--- config.mk ---
export PLATFORM = sky130hd
export DESIGN_NAME = alu_issue
export DESIGN_NICKNAME = d
export VERILOG_FILES = /design/src/rtl/alu_issue.sv
export SDC_FILE = /design/constraint.sdc
export NUM_CORES = 1
export LEC_CHECK = 0
export CAP_MARGIN = 20
export CORE_AREA = 8 8 164 166
export CTS_BUF_LIST = sky130_fd_sc_hd__clkbuf_4
export CTS_CLUSTER_SIZE = 25
export DETAILED_ROUTE_END_ITERATION = 7
export DIE_AREA = 0 0 172 174
export PLACE_DENSITY = 0.7
export SYNTH_ARGS = -nofsm -noshare
export SYNTH_HDL_FRONTEND = slang
export SYNTH_SLANG_ARGS = --single-unit
--- constraint.sdc ---
create_clock -name clk -period 3.26 [get_ports clk]
set_input_delay 0.326 -clock clk [delete_from_list [all_inputs] [get_ports clk]]
set_output_delay 0.326 -clock clk [all_outputs]
set_load 0.01 [all_outputs]
--- src/rtl/alu_issue.sv ---
// alu_issue: single-entry issue/retire wrapper around a combinational SIMD ALU.
// The operands are latched on accept and held on the ALU for one cycle (or
// MULTI_LAT cycles for divide/modulo/sqrt). Then the result is parked in an
// output register until downstream takes it.
module alu_issue #(
  parameter int MULTI_LAT = 4
) (
  input  logic        clk,
  input  logic        reset_n,
  input  logic        in_valid,
  output logic        in_ready,
  input  logic [0:63] in_rA,
  input  logic [0:63] in_rB,
  input  logic [0:5]  in_func,
  input  logic [0:1]  in_ww,
  input  logic [0:4]  in_rd_addr,
  output logic [0:63] alu_rA,
  output logic [0:63] alu_rB,
  output logic [0:5]  alu_func,
  output logic [0:1]  alu_ww,
  input  logic [0:63] alu_rD,
  output logic        out_valid,
  input  logic        out_ready,
  output logic [0:63] out_rD,
  output logic [0:4]  out_rd_addr,
  output logic        out_illegal,
  output logic [0:15] op_count
);

  localparam logic [5:0] F_VMULEU = 6'b001000;
  localparam logic [5:0] F_VMULOU = 6'b001001;
  localparam logic [5:0] F_VDIV   = 6'b001110;
  localparam logic [5:0] F_VMOD   = 6'b001111;
  localparam logic [5:0] F_VSQEU  = 6'b010000;
  localparam logic [5:0] F_VSQOU  = 6'b010001;
  localparam logic [5:0] F_VSQRT  = 6'b010010;
  localparam logic [3:0] LONG_CNT = 4'(MULTI_LAT - 1);

  typedef enum logic [1:0] {IDLE, HOLD, DONE} state_t;

  state_t      state_q, state_d;
  logic [3:0]  cnt_q, cnt_d;
  logic [0:63] rA_q, rB_q, rD_q;
  logic [0:5]  func_q;
  logic [0:1]  ww_q;
  logic [0:4]  tag_q;
  logic        ill_q;
  logic [0:15] cnt_ops_q;

  logic        accept, illegal, is_long, capture, retire;

  // Decode of the incoming instruction: illegal codes and long-latency ops.
  always_comb begin
    illegal = (in_func == 6'b000000) || (in_func > F_VSQRT) ||
              ((in_ww == 2'b11) && ((in_func == F_VMULEU) || (in_func == F_VMULOU) ||
                                    (in_func == F_VSQEU)  || (in_func == F_VSQOU)));
    is_long = (in_func == F_VDIV) || (in_func == F_VMOD) || (in_func == F_VSQRT);
  end

  assign in_ready  = (state_q == IDLE) || ((state_q == DONE) && out_ready);
  assign accept    = in_valid && in_ready;
  assign out_valid = (state_q == DONE);
  assign retire    = out_valid && out_ready;
  assign capture   = (state_q == HOLD) && (cnt_q == 4'd0);

  // Next-state and hold counter; an accept always wins, including back-to-back out of DONE.
  always_comb begin
    state_d = state_q;
    cnt_d   = cnt_q;
    if (accept) begin
      state_d = illegal ? DONE : HOLD;
      cnt_d   = (!illegal && is_long) ? LONG_CNT : 4'd0;
    end else begin
      case (state_q)
        HOLD: begin
          if (cnt_q == 4'd0) state_d = DONE;
          else               cnt_d   = cnt_q - 4'd1;
        end
        DONE:    if (out_ready) state_d = IDLE;
        default: ;
      endcase
    end
  end

  // State register.
  always_ff @(posedge clk or negedge reset_n) begin
    if (!reset_n) begin
      state_q <= IDLE;
      cnt_q   <= 4'd0;
    end else begin
      state_q <= state_d;
      cnt_q   <= cnt_d;
    end
  end

  // Operand/tag latch: changes only on accept so the ALU inputs stay still until the next one.
  always_ff @(posedge clk or negedge reset_n) begin
    if (!reset_n) begin
      rA_q   <= '0;
      rB_q   <= '0;
      func_q <= '0;
      ww_q   <= '0;
      tag_q  <= '0;
    end else if (accept) begin
      rA_q   <= in_rA;
      rB_q   <= in_rB;
      func_q <= in_func;
      ww_q   <= in_ww;
      tag_q  <= in_rd_addr;
    end
  end

  // Result register: zero/illegal on an illegal accept, otherwise the ALU output at the end of HOLD.
  always_ff @(posedge clk or negedge reset_n) begin
    if (!reset_n) begin
      rD_q  <= '0;
      ill_q <= 1'b0;
    end else if (accept && illegal) begin
      rD_q  <= '0;
      ill_q <= 1'b1;
    end else if (capture) begin
      rD_q  <= alu_rD;
      ill_q <= 1'b0;
    end
  end

  // Completed-result counter, wraps naturally at 16 bits.
  always_ff @(posedge clk or negedge reset_n) begin
    if (!reset_n)    cnt_ops_q <= '0;
    else if (retire) cnt_ops_q <= cnt_ops_q + 16'd1;
  end

  assign alu_rA      = rA_q;
  assign alu_rB      = rB_q;
  assign alu_func    = func_q;
  assign alu_ww      = ww_q;
  assign out_rD      = rD_q;
  assign out_rd_addr = tag_q;
  assign out_illegal = ill_q;
  assign op_count    = cnt_ops_q;

endmodule

-- After elaboration in Yosys (flattened, before gate mapping)
Index checks and enable logic that the tools add are counted.
- register bits: 228
- bits in latches: 0
- bits in writable memories: 0
- memory bits (read-only): 0
- input port bits: 209
- logic and storage cells: 62
- memories kept: 0
- add/subtract/negate cells: 2
- multipliers: 0
- divide/modulo/power cells: 0
- magnitude comparators: 1
- equal/unequal tests: 13
- shifts and indexed selects: 0
- muxes and demuxes: 13
- bitwise operators: 0
- reduce and logical (&&, ||, !) cells: 23
- operator list (cell ; count):
    64-bit 2-to-1 mux ; 2
    6-bit by 4-bit equality test with 1-bit output, second input constant ; 4
    6-bit by 5-bit equality test with 1-bit output, second input constant ; 3
    16-bit by 1-bit adder with 16-bit output, second input constant ; 1
    4-bit 2-to-1 mux ; 3
    2-bit 2-to-1 mux ; 5
    1-bit logical OR ; 8
    6-bit by 5-bit greater-than comparator with 1-bit output, second input constant ; 1
    1-bit logical AND ; 6
    6-bit zero test ; 1
    2-bit equality test, second input constant ; 2
    4-bit zero test ; 1
    2-bit one-hot mux with 2 select lines ; 1
    2-bit nonzero test ; 2
    4-bit by 1-bit subtractor with 4-bit output, second input constant ; 1
    3-bit by 1-bit inequality test with 1-bit output, second input constant ; 1
    3-bit by 2-bit inequality test with 1-bit output, second input constant ; 1
    3-bit AND reduction ; 1
    3-bit nonzero test ; 1
    2-bit by 1-bit equality test with 1-bit output, second input constant ; 1
    2-bit zero test ; 1
    1-bit 2-to-1 mux ; 2
    2-bit inequality test, second input constant ; 1
    2-bit AND reduction ; 1
    1-bit zero test ; 1

-- Logic depth before layout (Yosys ltp)
- depth in word-level cells: 10
- depth in mapped cells: 8

-- Least setup slack after synthesis
Ideal clock, no wire load.
- kind: register -> register
- start: register cnt_q[0]
- end: register rD_q (netlist bit out_rD[10])
- setup time: 77 ps
- arrival: 1507 ps
- required time: 3183 ps
- slack: 1676 ps
- cell stages (with the launch flop): 9
- path buffers: 2
- cells stage by stage: dfrtp_1 inv_1 ha_1 or3b_4 nor2_4 buf_6 buf_6 nand2_1 a21oi_1
- cells in the longest elaborated chain, start to end: 3
- ends and longest elaborated chain (what ; RTL line ; source):
    from (decl) ; 42 ; logic [3:0] cnt_q, cnt_d;
    from (signal assigned) ; 92 ; cnt_q <= cnt_d;
    4-bit zero test ; 64 ; assign capture = (state_q == HOLD) && (cnt_q == 4'd0);
    1-bit logical AND ; 64 ;
    2-bit nonzero test (no line) ; - ;
    to (signal assigned) ; 122 ; rD_q <= alu_rD;
    to (decl) ; 43 ; logic [0:63] rA_q, rB_q, rD_q;
No other way between the ends.
A chain may end at the register's enable or synchronous reset.

-- Final worst setup path
- start: register state_q[1]
- end: output in_ready
- cells in the longest elaborated chain, start to end: 3
- ends and longest elaborated chain (what ; RTL line ; source):
    from (decl) ; 41 ; state_t state_q, state_d;
    from (signal assigned) ; 91 ; state_q <= state_d;
    2-bit equality test ; 60 ; assign in_ready = (state_q == IDLE) || ((state_q == DONE) && out_ready);
    1-bit logical AND ; 60 ;
    1-bit logical OR * ; 60 ;
    to (decl) ; 11 ; output logic in_ready,
Every way passes the cells marked *; elsewhere a longest branch is shown, timed or not.

==> impl_metrics.yaml <==
critical_path:
  path_class: "reg -> out"
  cp_top_family: "buffers and inverters"
  crit_path_cell_trace: "nand2b_1, nor2b_1, clkdlybuf4s50_1"
  worst_ep_required_time_ps: 2930
  worstReg2RegStart: "cnt_q[0]$_DFFE_PN0P_"
  crit_fanout: 7
  worstSetupStartpointType: "flip-flop"
  arrival_ps: 2020
  setup.worst_path.start: "state_q[1]$_DFFE_PN0P_"
  path_buf_inv: 1
  crit_path_end_kind: "output port"
  cpMaxStageDelayCell: "clkdlybuf4s50_1"
  max_stage_delay_ps: 600
synthesis:
  synthesis.nets: 901
  synth_area_leaders: "dfrtp_1, mux2_1, mux2_2, nand2_1, a21oi_1"
  yosysTopAreaCell: "dfrtp_1"
  synth_top_area_share_pct: 63.49
  synth-main-ff-cell: "dfrtp_1"
  synthCells: 689
  synth_cell_types: 38
  synth_warnings: 0
  yosysSeqAreaShare_pct: 63.49
  syn-cell-area_um2: 8986
  avgSynthCellArea_um2: 13.04
  synthTopCellsByCount: "dfrtp_1, nand2_1, mux2_1, a21oi_1, mux2_2"
  yosysMostFrequentCell: "dfrtp_1"
  synth-edff-count: 0
  async_reset_ff_share_pct: 100.0
  postSynthRegisterBits: 228
die:
  die_w_um: 172
  core_area_um2: 24530
  boundaryPins: 433
  initial_utilization_pct: 36.64
  num_rows: 58
  die_area_um2: 29930
  die_h_um: 174
timing:
  min_period_ps: 2349
  skew_ps: 41.39
  hold_violations: 0
  slew-limit-headroom_pct: 46.73
  holdWs_ps: 238.6
  maxSlewViolCount: 0
  clock.fmax_mhz: 425.8
  setup_viol: 0
  setup_tns_ps: 0
  min_period_over_period_pct: 72.05
  tightest_slew_ps: 796.2
  rsz0062_at_grt: "false"
  setup_ws_ps: 911.3
power_and_ir_drop:
  power_switching_uw: 4531
  p_int_uw: 9281
  swShare_pct: 32.80
  leakagePower_uw: 0.006171
  ir_drop_uv: 625.0
  power.share.clock_pct: 19.9
  cellPowerDensity_nw_per_um2: 949.9
  pwr-share-seq_pct: 35.6
  pwr-share-comb_pct: 44.5
clocking:
  cts_root_buffer: "clkbuf_4"
  clk_latency_ps: 620
  cts_made_buffers: 66
  cts_setup_buffers: 0
  cts_tree: "yes"
  htreeDepth: 3
  clock-sinks: 228
  clock_path_buffers: 3
  cts.clk_slew.worst_paths_ps: 60
detailed_routing:
  vias: 7143
  antenna_left: 0
  dr.first_iter.drc_count: 218
  route.detailed.drc: 0
  wl_um: 30180
  wire_per_inst_um: 19.53
  via_per_inst: 4.623
  drt-pass1-iter-count: 4
placement:
  detailed_place_hpwl_um: 22930
  io_buffers: 432
  gp_congestion: 0.7863
  preCtsSetupSlack_ps: 703.5
  place_area_um2: 13660
grt:
  grt_pass1_vias: 7744
  grt-ovfl-total: 0
  grt_max_degree: 79
  grt_pass1_wl_um: 45860
  grtUsageTotal_pct: 19.83
  antenna_found_initial: 4
worst_hold_path:
  hp-class: "in -> reg"
  hp-start: "alu_rD[16]"
finish:
  synthToLayoutAreaGrowth_pct: 61.82
  finish.instance_area_um2: 14540
  fin_util_pct: 59.28
  layout-drive-gt1-share_pct: 14.99
  fin_nets: 1380
status:
  status: "complete, no violations"
job:
  drv_cap: 0
-- kinds of logic (layout without fill, tap and decap cells) --
kind of cell	after synthesis	after routing	synth area share [%]
and+or+nand+nor	185	185	9.246
other	0	1	0
muxes	141	141	17.67
AOI/OAI and AO/OA	74	74	4.289
buffers and inverters	39	564	3.035
adders and majority gates	3	3	0.4178
DFF	228	228	63.49
xor gates and xnor gates	19	19	1.852
-- registers in the layout, indices dropped and copies added (netlist names) --
| register | cells |
|---|---|
| alu_func | 6 |
| out_rd_addr | 5 |
| alu_ww | 2 |
| cnt_q | 4 |
| out_rD | 64 |
| state_q | 2 |
| alu_rB | 64 |
| out_illegal | 1 |
| op_count | 16 |
| alu_rA | 64 |
-- layout make-up --
class | instances | area [um^2]
sequential | 228 | 5705
fill | 2103 | 9987
inverter | 2 | 7.507
timing repair buffer | 448 | 4514
antenna | 1 | 2.502
clock inverter | 13 | 106.4
multi-input combinational | 422 | 3034
clock buffer | 101 | 758.2
tap | 330 | 412.9
-- repair_timing --
action | CTS | global route
resized for setup | 0 | 0
endpoints found under the hold margin | 74 | 0
hold buffers | 1 | 0
-- worst reg2reg max path, stage by stage, from the launching register on --
cell and delay, ps:
dfrtp_1 400, inv_1 90, ha_1 160, nor3b_1 310
nand2_2 530, buf_12 380, nand2_1 100, a21oi_1 60
-- worst paths after layout --
check                                               end  slack, ps  cells after the start
worst max register to register   out_rD[53]$_DFFE_PN0P_       1050                      7
max in group asynchronous        out_rD[34]$_DFFE_PN0P_       2130                      3
worst min-delay path             out_rD[16]$_DFFE_PN0P_        240                      3
worst min register to register  op_count[0]$_DFFE_PN0P_        480                      1
worst max-delay path                           in_ready        910                      3
min in group asynchronous        alu_rA[52]$_DFFE_PN0N_        280                      2
-- routing by layer --
metal / routed length [um] / track usage [%] / up-vias
met5: 35 / 0 / -
met4: 636 / 5.965 / 6
met3: 4114 / 11.14 / 52
met2: 14330 / 32.81 / 348
met1: 11070 / 21.20 / 3405
li1: - / - / 3332
-- power groups by stage --
stage | Sequential, uW | Combinational, uW | Clock (uW)
2_1_floorplan | 5540 | 1900 | 0
3_3_place_gp | 4920 | 6180 | 0
3_5_place_dp | 4970 | 6260 | 0
4_1_cts | 4930 | 6280 | 2870
5_1_grt | 5100 | 6610 | 3020
6_report | 4910 | 6150 | 2750
-- cells in the final DEF (no fill, tap or decap), types with 2 or more instances in the layout --
master,count
nand4_1,6
buf_4,10
clkbuf_4,101
xor2_1,5
inv_1,2
nand2b_1,3
clkdlybuf4s50_1,431
o21ai_0,3
mux2_2,51
and3_1,3
inv_2,2
a211o_1,2
ha_1,3
mux2_1,90
dfrtp_1,228
nand3_1,6
xnor2_1,14
buf_12,5
a21oi_1,66
bufinv_16,2
clkinv_1,7
nand2_1,140
and3b_1,2
nor2b_1,4
nor2_1,7
nor3_1,2
-- through the flow --
step	std cells	power (uW)
floorplan	689	7437
detailed placement	1429	11230
CTS	1544	14090
global route	1545	14740
finish	1545	13810
global placement	1429	11100
Power figures use the tool's default switching activity.
